`config.mk`:
```
export PLATFORM = sky130hd
export DESIGN_NAME = sump_cmd_ctrl
export DESIGN_NICKNAME = d
export VERILOG_FILES = /design/src/rtl/sump_cmd_ctrl.sv
export SDC_FILE = /design/constraint.sdc
export NUM_CORES = 1
export LEC_CHECK = 0
export CORE_MARGIN = 2
export CORE_UTILIZATION = 35
export DETAILED_ROUTE_END_ITERATION = 10
export GPL_ROUTABILITY_DRIVEN = 0
export GPL_TIMING_DRIVEN = 0
export PLACE_DENSITY_LB_ADDON = 0.1
export SETUP_SLACK_MARGIN = 0.2
export SYNTH_ARGS = -nofsm -noshare
export SYNTH_HDL_FRONTEND = slang
export SYNTH_SLANG_ARGS = --single-unit
```
`constraint.sdc`:
```
create_clock -name clk_i -period 4.1 [get_ports clk_i]
set_input_delay 0.82 -clock clk_i [delete_from_list [all_inputs] [get_ports clk_i]]
set_output_delay 0.82 -clock clk_i [all_outputs]
set_load 0.01 [all_outputs]
```
`src/rtl/sump_cmd_ctrl.sv`:
```
// sump_cmd_ctrl: SUMP frame decoder, capture config registers, arm handshake and ID reply sequencer
module sump_cmd_ctrl #(
  parameter logic [31:0] ID_WORD = 32'h31414C53
) (
  input  logic        clk_i,
  input  logic        rst_i,
  input  logic [39:0] cmd_i,
  input  logic        stb_i,
  output logic [7:0]  tx_data_o,
  output logic        tx_stb_o,
  input  logic        tx_rdy_i,
  output logic        soft_rst_o,
  output logic        arm_o,
  input  logic        done_i,
  output logic [31:0] trg_mask_o,
  output logic [31:0] trg_val_o,
  output logic [31:0] trg_cfg_o,
  output logic [23:0] div_o,
  output logic [15:0] read_cnt_o,
  output logic [15:0] delay_cnt_o,
  output logic [7:0]  flags_o,
  output logic        xoff_o,
  output logic        busy_o
);
  typedef enum logic [1:0] {IDLE, ARMED, ID_TX} state_t;
  state_t state_q, state_d;
  logic [1:0] idx_q, idx_d;
  logic [7:0] op;
  logic [31:0] arg, id_sh;
  logic lng, sc, lc, rst_cmd, run_cmd, id_cmd, xon_cmd, xoff_cmd, hs;
  assign lng = cmd_i[7];
  assign op = lng ? cmd_i[7:0] : cmd_i[39:32];
  assign arg = cmd_i[39:8];
  assign sc = stb_i && !lng;
  // configuration is frozen while a capture is armed
  assign lc = stb_i && lng && state_q != ARMED;
  assign rst_cmd = sc && op == 8'h00;
  assign run_cmd = sc && op == 8'h01;
  assign id_cmd = sc && op == 8'h02;
  assign xon_cmd = sc && op == 8'h11;
  assign xoff_cmd = sc && op == 8'h13;
  assign hs = state_q == ID_TX && tx_rdy_i;
  always_ff @(posedge clk_i) begin
    if (rst_i) begin
      state_q <= IDLE;
      idx_q <= 2'd0;
    end else begin
      state_q <= state_d;
      idx_q <= idx_d;
    end
  end
  always_comb begin
    state_d = state_q;
    idx_d = idx_q;
    if (rst_cmd) begin
      state_d = IDLE;
      idx_d = 2'd0;
    end else if (state_q == IDLE && run_cmd) begin
      state_d = ARMED;
    end else if (state_q == IDLE && id_cmd) begin
      state_d = ID_TX;
      idx_d = 2'd0;
    end else if (state_q == ARMED && done_i) begin
      state_d = IDLE;
    end else if (hs) begin
      state_d = idx_q == 2'd3 ? IDLE : ID_TX;
      idx_d = idx_q + 2'd1;
    end
  end
  // byte idx is sent MSB first, so shift by 8*(3-idx)
  always_comb id_sh = ID_WORD >> {~idx_d, 3'b000};
  always_ff @(posedge clk_i) begin
    if (rst_i) begin
      arm_o <= 1'b0;
      tx_stb_o <= 1'b0;
      busy_o <= 1'b0;
      soft_rst_o <= 1'b0;
      tx_data_o <= ID_WORD[31:24];
    end else begin
      arm_o <= state_d == ARMED;
      tx_stb_o <= state_d == ID_TX;
      busy_o <= state_d != IDLE;
      soft_rst_o <= rst_cmd;
      tx_data_o <= id_sh[7:0];
    end
  end
  always_ff @(posedge clk_i) begin
    if (rst_i || rst_cmd) begin
      trg_mask_o <= '0;
      trg_val_o <= '0;
      trg_cfg_o <= '0;
      div_o <= '0;
      read_cnt_o <= '0;
      delay_cnt_o <= '0;
      flags_o <= '0;
      xoff_o <= 1'b0;
    end else begin
      xoff_o <= xoff_cmd ? 1'b1 : xon_cmd ? 1'b0 : xoff_o;
      if (lc && op == 8'hC0) trg_mask_o <= arg;
      if (lc && op == 8'hC1) trg_val_o <= arg;
      if (lc && op == 8'hC2) trg_cfg_o <= arg;
      if (lc && op == 8'h80) div_o <= arg[23:0];
      if (lc && op == 8'h81) {delay_cnt_o, read_cnt_o} <= arg;
      if (lc && op == 8'h82) flags_o <= arg[7:0];
    end
  end
endmodule

```
# ---- Yosys cells after proc, flatten, opt, wreduce, memory -nomap -nowiden
# Cells that the tools add are included.
dict set report op_classes {
  add_sub_neg 1
  mul 0
  n_div 0
  magnitude_cmp 0
  n_eq_ne 16
  shifts 1
  mux 14
  bitwise 1
  reduce_logical 24
}
# op count
set op_table {}
lappend op_table {{equality test 8 bit (second input constant)} 6}
lappend op_table {{right shift 30 x 5 -> 8 bit (first input constant)} 1}
lappend op_table {{two-way mux 2 bit} 11}
lappend op_table {{logical AND 1 bit} 18}
lappend op_table {{equality test 8 x 5 -> 1 bit (second input constant)} 2}
lappend op_table {{equality test 8 x 1 -> 1 bit (second input constant)} 1}
lappend op_table {{equality test 8 x 2 -> 1 bit (second input constant)} 1}
lappend op_table {{zero test 8 bit} 1}
lappend op_table {{two-way mux 8 bit} 1}
lappend op_table {{equality test 2 bit (second input constant)} 3}
lappend op_table {{equality test 2 x 1 -> 1 bit (second input constant)} 2}
lappend op_table {{nonzero test 2 bit} 2}
lappend op_table {{adder 2 x 1 -> 2 bit (second input constant)} 1}
lappend op_table {{zero test 2 bit} 1}
lappend op_table {{two-way mux 1 bit} 2}
lappend op_table {{!= test 2 x 1 -> 1 bit (second input constant)} 1}
lappend op_table {{NOT 2 bit} 1}
lappend op_table {{zero test 1 bit} 1}
lappend op_table {{logical OR 1 bit} 1}
dict set report totals {
  regBits 177
  latch_bits 0
  ram_bits 0
  romBits 0
  input_bits 45
  wordCells 72
  memories 0
}

# ---- Longest topological paths before layout
# Gate-level depths: netlist of run 1.
dict set report logic_depth {
  word_depth 9
  depth_mapped 7
  ltp_nobuf 5
}

# ---- Worst setup path before layout of run 1
# Ideal clock, no wire load.
dict set report synth_path {
  path_kind {input to register}
  from {in cmd_i[7]}
  to {reg tx_data_o[5]}
  setup_time_ns 0.123
  t_arrival_ns 2.186
  required_ns 3.977
  slack_ns 1.791
  stages 6
  cell_sequence {buf_4 > mux2i_1 > o2111a_1 > or2_2 > ha_1 > or2_2}
}
dict set report synth_between {
  elab_chain_cells 9
  elab_cells_between_ends 16
  cone_classes {eq/ne (2); shift (1); mux (4); bitwise (1); reduce/logical (8)}
}
# element line
set synth_lines {}
lappend synth_lines {{start, declared} 7} ;# input logic [39:0] cmd_i,
lappend synth_lines {{two-way mux 8 bit or zero test 1 bit (tied branches)} {32, 34}}
lappend synth_lines {{equality test 8 x 2 -> 1 bit or logical AND 1 bit (tied branches)} {39, 34}}
lappend synth_lines {{logical AND 1 bit} 39} ;# assign id_cmd = sc && op == 8'h02;
lappend synth_lines {{logical AND 1 bit} 60} ;# end else if (state_q == IDLE && id_cmd) begin
lappend synth_lines {{two-way mux 2 bit} 60}
lappend synth_lines {{two-way mux 2 bit} 58} ;# end else if (state_q == IDLE && run_cmd) begin
lappend synth_lines {{two-way mux 2 bit *} 55} ;# if (rst_cmd) begin
lappend synth_lines {{NOT 2 bit *} 71} ;# always_comb id_sh = ID_WORD >> {~idx_d, 3'b000};
lappend synth_lines {{right shift 30 x 5 -> 8 bit *} 71}
lappend synth_lines {{via id_sh[5]} 29} ;# logic [31:0] arg, id_sh;
lappend synth_lines {{end signal, assigned} 78} ;# tx_data_o <= ID_WORD[31:24];
lappend synth_lines {{end signal, assigned} 84} ;# tx_data_o <= id_sh[7:0];
lappend synth_lines {{end, declared} 9} ;# output logic [7:0] tx_data_o,
# The timed path passes the listed nets; every way through them passes the cells marked *.
# A chain may end at the register's enable or synchronous reset.

# ---- Final worst setup path of run 1
dict set report layout_path {
  from {in cmd_i[39]}
  to {reg trg_cfg_o[22]}
}
dict set report layout_between {
  elab_chain_cells 4
  elab_cells_between_ends 6
  cone_classes {eq/ne (1); mux (1); reduce/logical (4)}
}
# element line
set layout_lines {}
lappend layout_lines {{two-way mux 8 bit *} 32} ;# assign op = lng ? cmd_i[7:0] : cmd_i[39:32];
lappend layout_lines {{zero test 8 bit} 37} ;# assign rst_cmd = sc && op == 8'h00;
lappend layout_lines {{logical AND 1 bit} 37}
lappend layout_lines {{logical OR 1 bit} 88} ;# if (rst_i || rst_cmd) begin
lappend layout_lines {{end signal, assigned} 101} ;# if (lc && op == 8'hC2) trg_cfg_o <= arg;
lappend layout_lines {{end, declared} 17} ;# output logic [31:0] trg_cfg_o,
# Mark *: on every way between the ends. The rest lies on a longest branch, timed or not.

==> parameters.txt, run 1 <==
Parameter                              Value

Floorplan
  Standard-cell rows    52
  Io pins    218
  Total core area    20300 µm²
  Die span in y    148 µm
  Overall die width    148 µm
  Initial cell density of the core    35.8%
  Die footprint    21900 µm²

STA
  Final slew viol count    0
  Final period demand of the worst path    3200 ps
  RSZ-0062 raised after global routing    no
  Final worst-path cycle share    77.9%
  # setup viols final    0
  Number of endpoints with negative hold slack in the final report    0
  Remaining max-slew budget at the tightest pin    56.2%
  Sum of negative setup slack    0 ps
  Highest achievable clock rate    313 MHz
  Worst Tran Pin Value    652 ps
  Worst Clk Skew    6.14 ps
  Worst Slack Setup Final    904 ps

CTS
  Count of hold-fix buffers inserted at cts    0
  H-tree levels    4
  Cts repair resizes    0
  Clock Root Buffer    sky130_fd_sc_hd__clkbuf_16
  CTS Sinks    175
  Worst-Skew Late Latency    440 ps
  Total clock buffers created by CTS    17
  Maximum buffer depth of the clock tree    2
  Post-CTS setup buffer count    0
  TritonCTS clock tree    yes
  CTS clock-pin slew for the worst setup and hold paths    70 ps

Synthesis
  Post-synthesis cell area    7260 µm²
  Synth area leaders    sky130_fd_sc_hd__dfxtp_1 48%, sky130_fd_sc_hd__mux2i_1 22%, sky130_fd_sc_hd__nand3b_1 19%, sky130_fd_sc_hd__buf_2 1.8%, sky130_fd_sc_hd__clkbuf_1 1.5%
  #FFs+latches synth    175
  Number of distinct library cells after synthesis    36
  Sequential area share after synthesis    48.3%
  Most area-hungry cell type in the Yosys netlist    sky130_fd_sc_hd__dfxtp_1
  Most used flip-flop cell after synthesis    sky130_fd_sc_hd__dfxtp_1
  Area fraction of the dominant cell type after synthesis    48.3%
  Most frequently used cell type in the post-synthesis netlist    sky130_fd_sc_hd__nand3b_1
  Post-Synthesis Cells    651
  Post-synth EDFFs    0
  Asr flop ratio synth    0%
  Synthesis Warnings    0
  List of most frequent post-synthesis cells    187 x sky130_fd_sc_hd__nand3b_1, 175 x sky130_fd_sc_hd__dfxtp_1, 163 x sky130_fd_sc_hd__mux2i_1
  Number of nets produced by synthesis    699
  Syn avg cell area    11.1 µm²

Worst setup path
  Crit Path Max Fanout    10
  Critical path capture point type    register
  Category of the worst setup path launch point    primary input
  Startpoint-to-endpoint class of the critical path    in -> reg
  Req. time, crit path    4400 ps
  Worst Path Arrival    3500 ps

Detailed routing
  Vias per Instance    5.04
  First DRT Iteration DRCs    260
  Total wire length    23500 µm
  Drt drc    0
  Number of detailed-route iterations in the first pass    5
  Antenna Violating Nets Remaining    0
  Routed via count    5867
  Detailed-route wire length per cell    20.2 µm

Run status
  Result of the run    finished clean

Placement
  Worst setup slack before clock tree synthesis    513 ps
  I/O Buffers    213
  Total placed cells including tap cells    1134
  HPWL reported at the end of detailed placement    17300 µm

GRT
  Antenna violations before repair    0
  Vias in the first global route    5950
  Leftover overflow at the end of global routing    0
  First-pass GRT wire length    35300 µm
  Pin count of the biggest net entering global routing    17
  Global-route total usage across every layer    21.4%

Final layout
  Number of nets in the layout    931
  Final core utilization    50.7%
  Fraction of final layout cells with drive strength greater than 1    7.93%
  Fill cell instance count of the final layout    1872
  Antenna Cells    0
  Area overhead of the layout relative to synthesis    41.9%
  Post-layout instance count excluding filler cells    1165

Power
  Maximum vdd drop    0.261 mV
  Power per Cell Area    337 nW/µm²
  LEAKAGE    0.00438 µW

Run
  Maximum Capacitance Violations    0

Worst hold path
  Hold WC Path Type    reg -> reg
-- placed cells by master (no fill, tap or decap), types with 3 or more instances in the layout --
cell	instances
sky130_fd_sc_hd__nor3b_1	3
sky130_fd_sc_hd__nand3_1	4
sky130_fd_sc_hd__clkinvlp_4	4
sky130_fd_sc_hd__clkbuf_1	29
sky130_fd_sc_hd__nand2b_1	11
sky130_fd_sc_hd__buf_2	26
sky130_fd_sc_hd__clkdlybuf4s50_1	213
sky130_fd_sc_hd__nand3b_1	187
sky130_fd_sc_hd__dfxtp_1	175
sky130_fd_sc_hd__or2_2	3
sky130_fd_sc_hd__nor2_1	9
sky130_fd_sc_hd__nor3_1	4
sky130_fd_sc_hd__mux2i_1	163
sky130_fd_sc_hd__clkbuf_16	17
sky130_fd_sc_hd__buf_4	4
sky130_fd_sc_hd__nand2_1	4
sky130_fd_sc_hd__inv_6	4
sky130_fd_sc_hd__ha_1	3
sky130_fd_sc_hd__clkbuf_8	3
-- per-stage QoR --
stage | hold slack (ps) | total power [µW] | area (µm²)
global placement | 475 | 1910 | 9730
finish | 492 | 3470 | 10300
CTS | 493 | 3490 | 10300
detailed placement | 476 | 1920 | 9730
floorplan | 478 | 1830 | 7260
global route | 507 | 3570 | 10300
-- report_power, final --
group          switching (µW)  internal, µW  total [µW]
Combinational            88.0          86.0         174
Clock                     705           887        1590
Sequential               1.34          1700        1700
Total                     794          2670        3470
-- sequential cells by signal, summed over array words and instances (netlist names) --
| register | cells |
|---|---|
| trg_mask_o | 32 |
| trg_cfg_o | 32 |
| soft_rst_o | 1 |
| delay_cnt_o | 16 |
| div_o | 24 |
| xoff_o | 1 |
| idx_q | 2 |
| trg_val_o | 32 |
| tx_data_o | 6 |
| state_q | 2 |
| read_cnt_o | 16 |
| busy_o | 1 |
| flags_o | 8 |
| tx_stb_o | 1 |
| arm_o | 1 |
-- logic make-up after synthesis --
| family | after synthesis | share of synthesized area [%] |
|---|---|---|
| compound gates | 6 | 0.638 |
| mux | 164 | 22.6 |
| other cells | 1 | 0.0517 |
| flops | 175 | 48.3 |
| buf+inv | 63 | 4.12 |
| xor+xnor | 1 | 0.121 |
| simple gates | 238 | 23.7 |
| fa+ha+maj | 3 | 0.517 |
-- routing by layer --
metal / GRT usage, % / part of all wire (%) / vias up
met5: 0 / 0 / -
met4: 6.10 / 1.3 / 0
met3: 5.86 / 6.4 / 26
met2: 33.5 / 46 / 189
met1: 29.0 / 46 / 2869
li1: - / - / 2783
-- worst paths after layout --
path | from | end | slack [ps] | cells after the start
worst max-delay path | cmd_i[39] | trg_cfg_o[22] | 900 | 7
worst min-delay path | trg_cfg_o[13] | trg_cfg_o[13] | 490 | 2
worst max register to register | state_q[0] | delay_cnt_o[0] | 2120 | 6
worst min register to register | trg_cfg_o[13] | trg_cfg_o[13] | 490 | 2
-- cell type report --
class	count	area [µm²]	share of cell area [%]
tap	270	338	3.28
sequential	175	3500	34.0
buffer	62	295	2.87
clock inverter	11	105	1.02
multi-input combinational	413	3460	33.6
clock buffer	20	467	4.53
inverter	1	3.75	0.0364
timing repair buffer	213	2130	20.7
-- worst max-delay path, cell delays in order --
cell and delay (ps):
sky130_fd_sc_hd__clkdlybuf4s50_1 450, sky130_fd_sc_hd__nor3_1 570, sky130_fd_sc_hd__nand4_1 650, sky130_fd_sc_hd__buf_2 450
sky130_fd_sc_hd__clkbuf_1 300, sky130_fd_sc_hd__nand3b_1 170, sky130_fd_sc_hd__mux2i_1 80
No activity file was read; power rests on OpenSTA's default activity.
==> inputs of run 2 (changes only) <==
clock period = 2.8 ns   (was 4.1 ns; I/O delays follow)
==> run 2 against run 1 <==
  * Count of clock-buffer cells in the layout unchanged
  * Total power increased by 46%
  * Cell count grew 0.17%
  * Global-route usage is essentially flat
  * Worst hold slack is essentially flat
  * Clock power up 47%
  * Final area grew 0.34%
  * Via count increased by 0.41%
  * First-iteration DRC count fell by 0.38%
  * Combinational power increased by 47%
  * Critical endpoint is now trg_cfg_o[23]
==> parameters.txt, run 2 (same netlist as run 1, synthesis figures left out) <==
Parameter                              Value

CTS
  Count of hold-fix buffers inserted at cts    0 (unchanged)
  CTS Sinks    175 (unchanged)
  H-tree levels    4 (unchanged)
  Total clock buffers created by CTS    17 (unchanged)
  CTS clock-pin slew for the worst setup and hold paths    70 ps (about the same)
  Maximum buffer depth of the clock tree    2 (unchanged)
  Worst-Skew Late Latency    440 ps (about the same)
  Clock Root Buffer    sky130_fd_sc_hd__clkbuf_16
  TritonCTS clock tree    yes

Detailed routing
  Number of detailed-route iterations in the first pass    4 (-1)
  First DRT Iteration DRCs    259 (-0.38%)
  Routed via count    5891 (+0.41%)
  Detailed-route wire length per cell    20.2 µm (about the same)
  Total wire length    23600 µm (+0.27%)
  Drt drc    0 (unchanged)
  Vias per Instance    5.05 (+0.24%)
  Antenna Violating Nets Remaining    0 (unchanged)

STA
  # setup viols final    0 (unchanged)
  Worst Clk Skew    10.1 ps (+3.95 ps)
  Sum of negative setup slack    0 ps (unchanged)
  Final period demand of the worst path    2470 ps
  Final worst-path cycle share    88.2%
  Number of endpoints with negative hold slack in the final report    0 (unchanged)
  Highest achievable clock rate    405 MHz
  Final slew viol count    0 (unchanged)
  RSZ-0062 raised after global routing    no
  Worst Tran Pin Value    640 ps (-12.9 ps)
  Worst Slack Setup Final    330 ps (-574 ps)
  Remaining max-slew budget at the tightest pin    57.0% (+0.87 points)

Final layout
  Area overhead of the layout relative to synthesis    42.4%
  Area occupied by registers    3500 µm² (unchanged)
  Fill cell instance count of the final layout    1871 (-0.053%)
  Antenna Cells    0 (unchanged)
  Largest registers    trg_cfg_o (32), trg_mask_o (32), trg_val_o (32)
  Most common library cell in the layout ignoring fill and taps    sky130_fd_sc_hd__clkdlybuf4s50_1
  Post-layout instance count excluding filler cells    1167 (+0.17%)
  Area of combinational cells with multiple inputs    3460 µm² (+0.18%)
  Final core utilization    50.9% (+0.17 points)
  Number of nets in the layout    933 (+0.21%)
  Fraction of final layout cells with drive strength greater than 1    8.36% (+0.43 points)
  Post-route standard cell area excluding fillers    10300 µm² (+0.34%)
  Most frequent cells in the layout    213 x sky130_fd_sc_hd__clkdlybuf4s50_1, 187 x sky130_fd_sc_hd__nand3b_1, 175 x sky130_fd_sc_hd__dfxtp_1

Floorplan
  Die footprint    21900 µm² (unchanged)
  Initial cell density of the core    35.8% (unchanged)
  Io pins    218 (unchanged)
  Overall die width    148 µm (unchanged)
  Die span in y    148 µm (unchanged)
  Standard-cell rows    52 (unchanged)
  Total core area    20300 µm² (unchanged)

Worst setup path
  Worst R2R Start    state_q[0]
  Critical path capture point type    register
  Worst Path Arrival    2780 ps (-720 ps)
  Startpoint-to-endpoint class of the critical path    in -> reg
  Worst setup path startpoint    cmd_i[39]
  Internal reg-to-reg setup slack    810 ps (-1310 ps)
  Worst setup endpoint    trg_cfg_o[23]
  Depth of the worst register-to-register path    6 (unchanged)
  Req. time, crit path    3110 ps (-1290 ps)
  Crit Path Max Fanout    10 (unchanged)
  Endpoint of the lowest-slack register-to-register path    delay_cnt_o[0]
  Category of the worst setup path launch point    primary input

GRT
  Pin count of the biggest net entering global routing    17 (unchanged)
  Vias in the first global route    5962 (+0.20%)
  Leftover overflow at the end of global routing    0 (unchanged)
  Global-route total usage across every layer    21.4% (+0.026 points)
  Antenna violations before repair    0 (unchanged)
  First-pass GRT wire length    35400 µm (+0.14%)

Placement
  I/O Buffers    213 (unchanged)
  HPWL reported at the end of detailed placement    17300 µm (unchanged)
  Worst setup slack before clock tree synthesis    -527 ps (-1040 ps)
  Post-placement cell area    9730 µm² (unchanged)
  Total placed cells including tap cells    1134 (unchanged)

Power
  LEAKAGE    0.00439 µW (+0.41%)
  Power per Cell Area    491 nW/µm² (+46%)
  Maximum vdd drop    0.381 mV (+46%)

Worst hold path
  Hold WC Path Type    reg -> reg
  Hold Startpoint    trg_val_o[7]

Run
  Maximum Capacitance Violations    0 (unchanged)

Run status
  Result of the run    finished clean
[run 2: critical path, cell delays in order]
cell and delay (ps):
sky130_fd_sc_hd__clkdlybuf4s50_1 440, sky130_fd_sc_hd__nor3_1 560, sky130_fd_sc_hd__nand4_1 160, sky130_fd_sc_hd__buf_4 220
sky130_fd_sc_hd__buf_12 130, sky130_fd_sc_hd__clkbuf_1 210, sky130_fd_sc_hd__nand3b_1 350, sky130_fd_sc_hd__mux2i_1 130
[run 2: stage by stage]
step	hold WS [ps]	power, µW
after floorplan	478	2680
after global placement	475	2800
after detailed placement	476	2800
after CTS	493	5110
after global routing	507	5230
final	492	5080
[run 2: where the power goes]
| part | internal, µW | total (µW) | leakage [µW] | switching [µW] |
|---|---|---|---|---|
| logic | 126 | 256 | 0.00271 | 130 |
| clock network | 1300 | 2330 | 0.000272 | 1030 |
| registers | 2490 | 2490 | 0.00141 | 1.97 |
[run 2: layout make-up]
class / instances / area share (%)
clock inverter: 11 / 1.02
buffer: 62 / 2.87
clock buffer: 20 / 4.52
multi-input combinational: 413 / 33.5
sequential: 175 / 33.9
inverter: 1 / 0.0363
timing repair buffer: 215 / 20.9
tap: 270 / 3.27
[run 2: worst min path at each step]
stage / endpoint / slack (ps) / cells past startpoint
4_1_cts: trg_cfg_o[15] / 490 / 2
5_1_grt: delay_cnt_o[15] / 510 / 2
2_1_floorplan: tx_data_o[0] / 480 / 2
6_report: trg_val_o[7] / 490 / 2
3_3_place_gp: trg_cfg_o[8] / 480 / 2
3_5_place_dp: trg_cfg_o[15] / 480 / 2
[run 2: timing repair]
item | in CTS | in global routing
gates resized for setup | 0 | 3
buffers inserted | 2 | 0
endpoints found under the setup margin | 162 | 43
cloned | 0 | 0
pin swaps | 1 | 0
[run 2: layer usage]
layer / GRT usage [%] / up-vias / share of wire [%]
li1: - / 2786 / -
met1: 29.0 / 2915 / 46
met2: 33.4 / 174 / 46
met3: 5.86 / 16 / 6.7
met4: 6.24 / 0 / 1.1
met5: 0 / - / 0
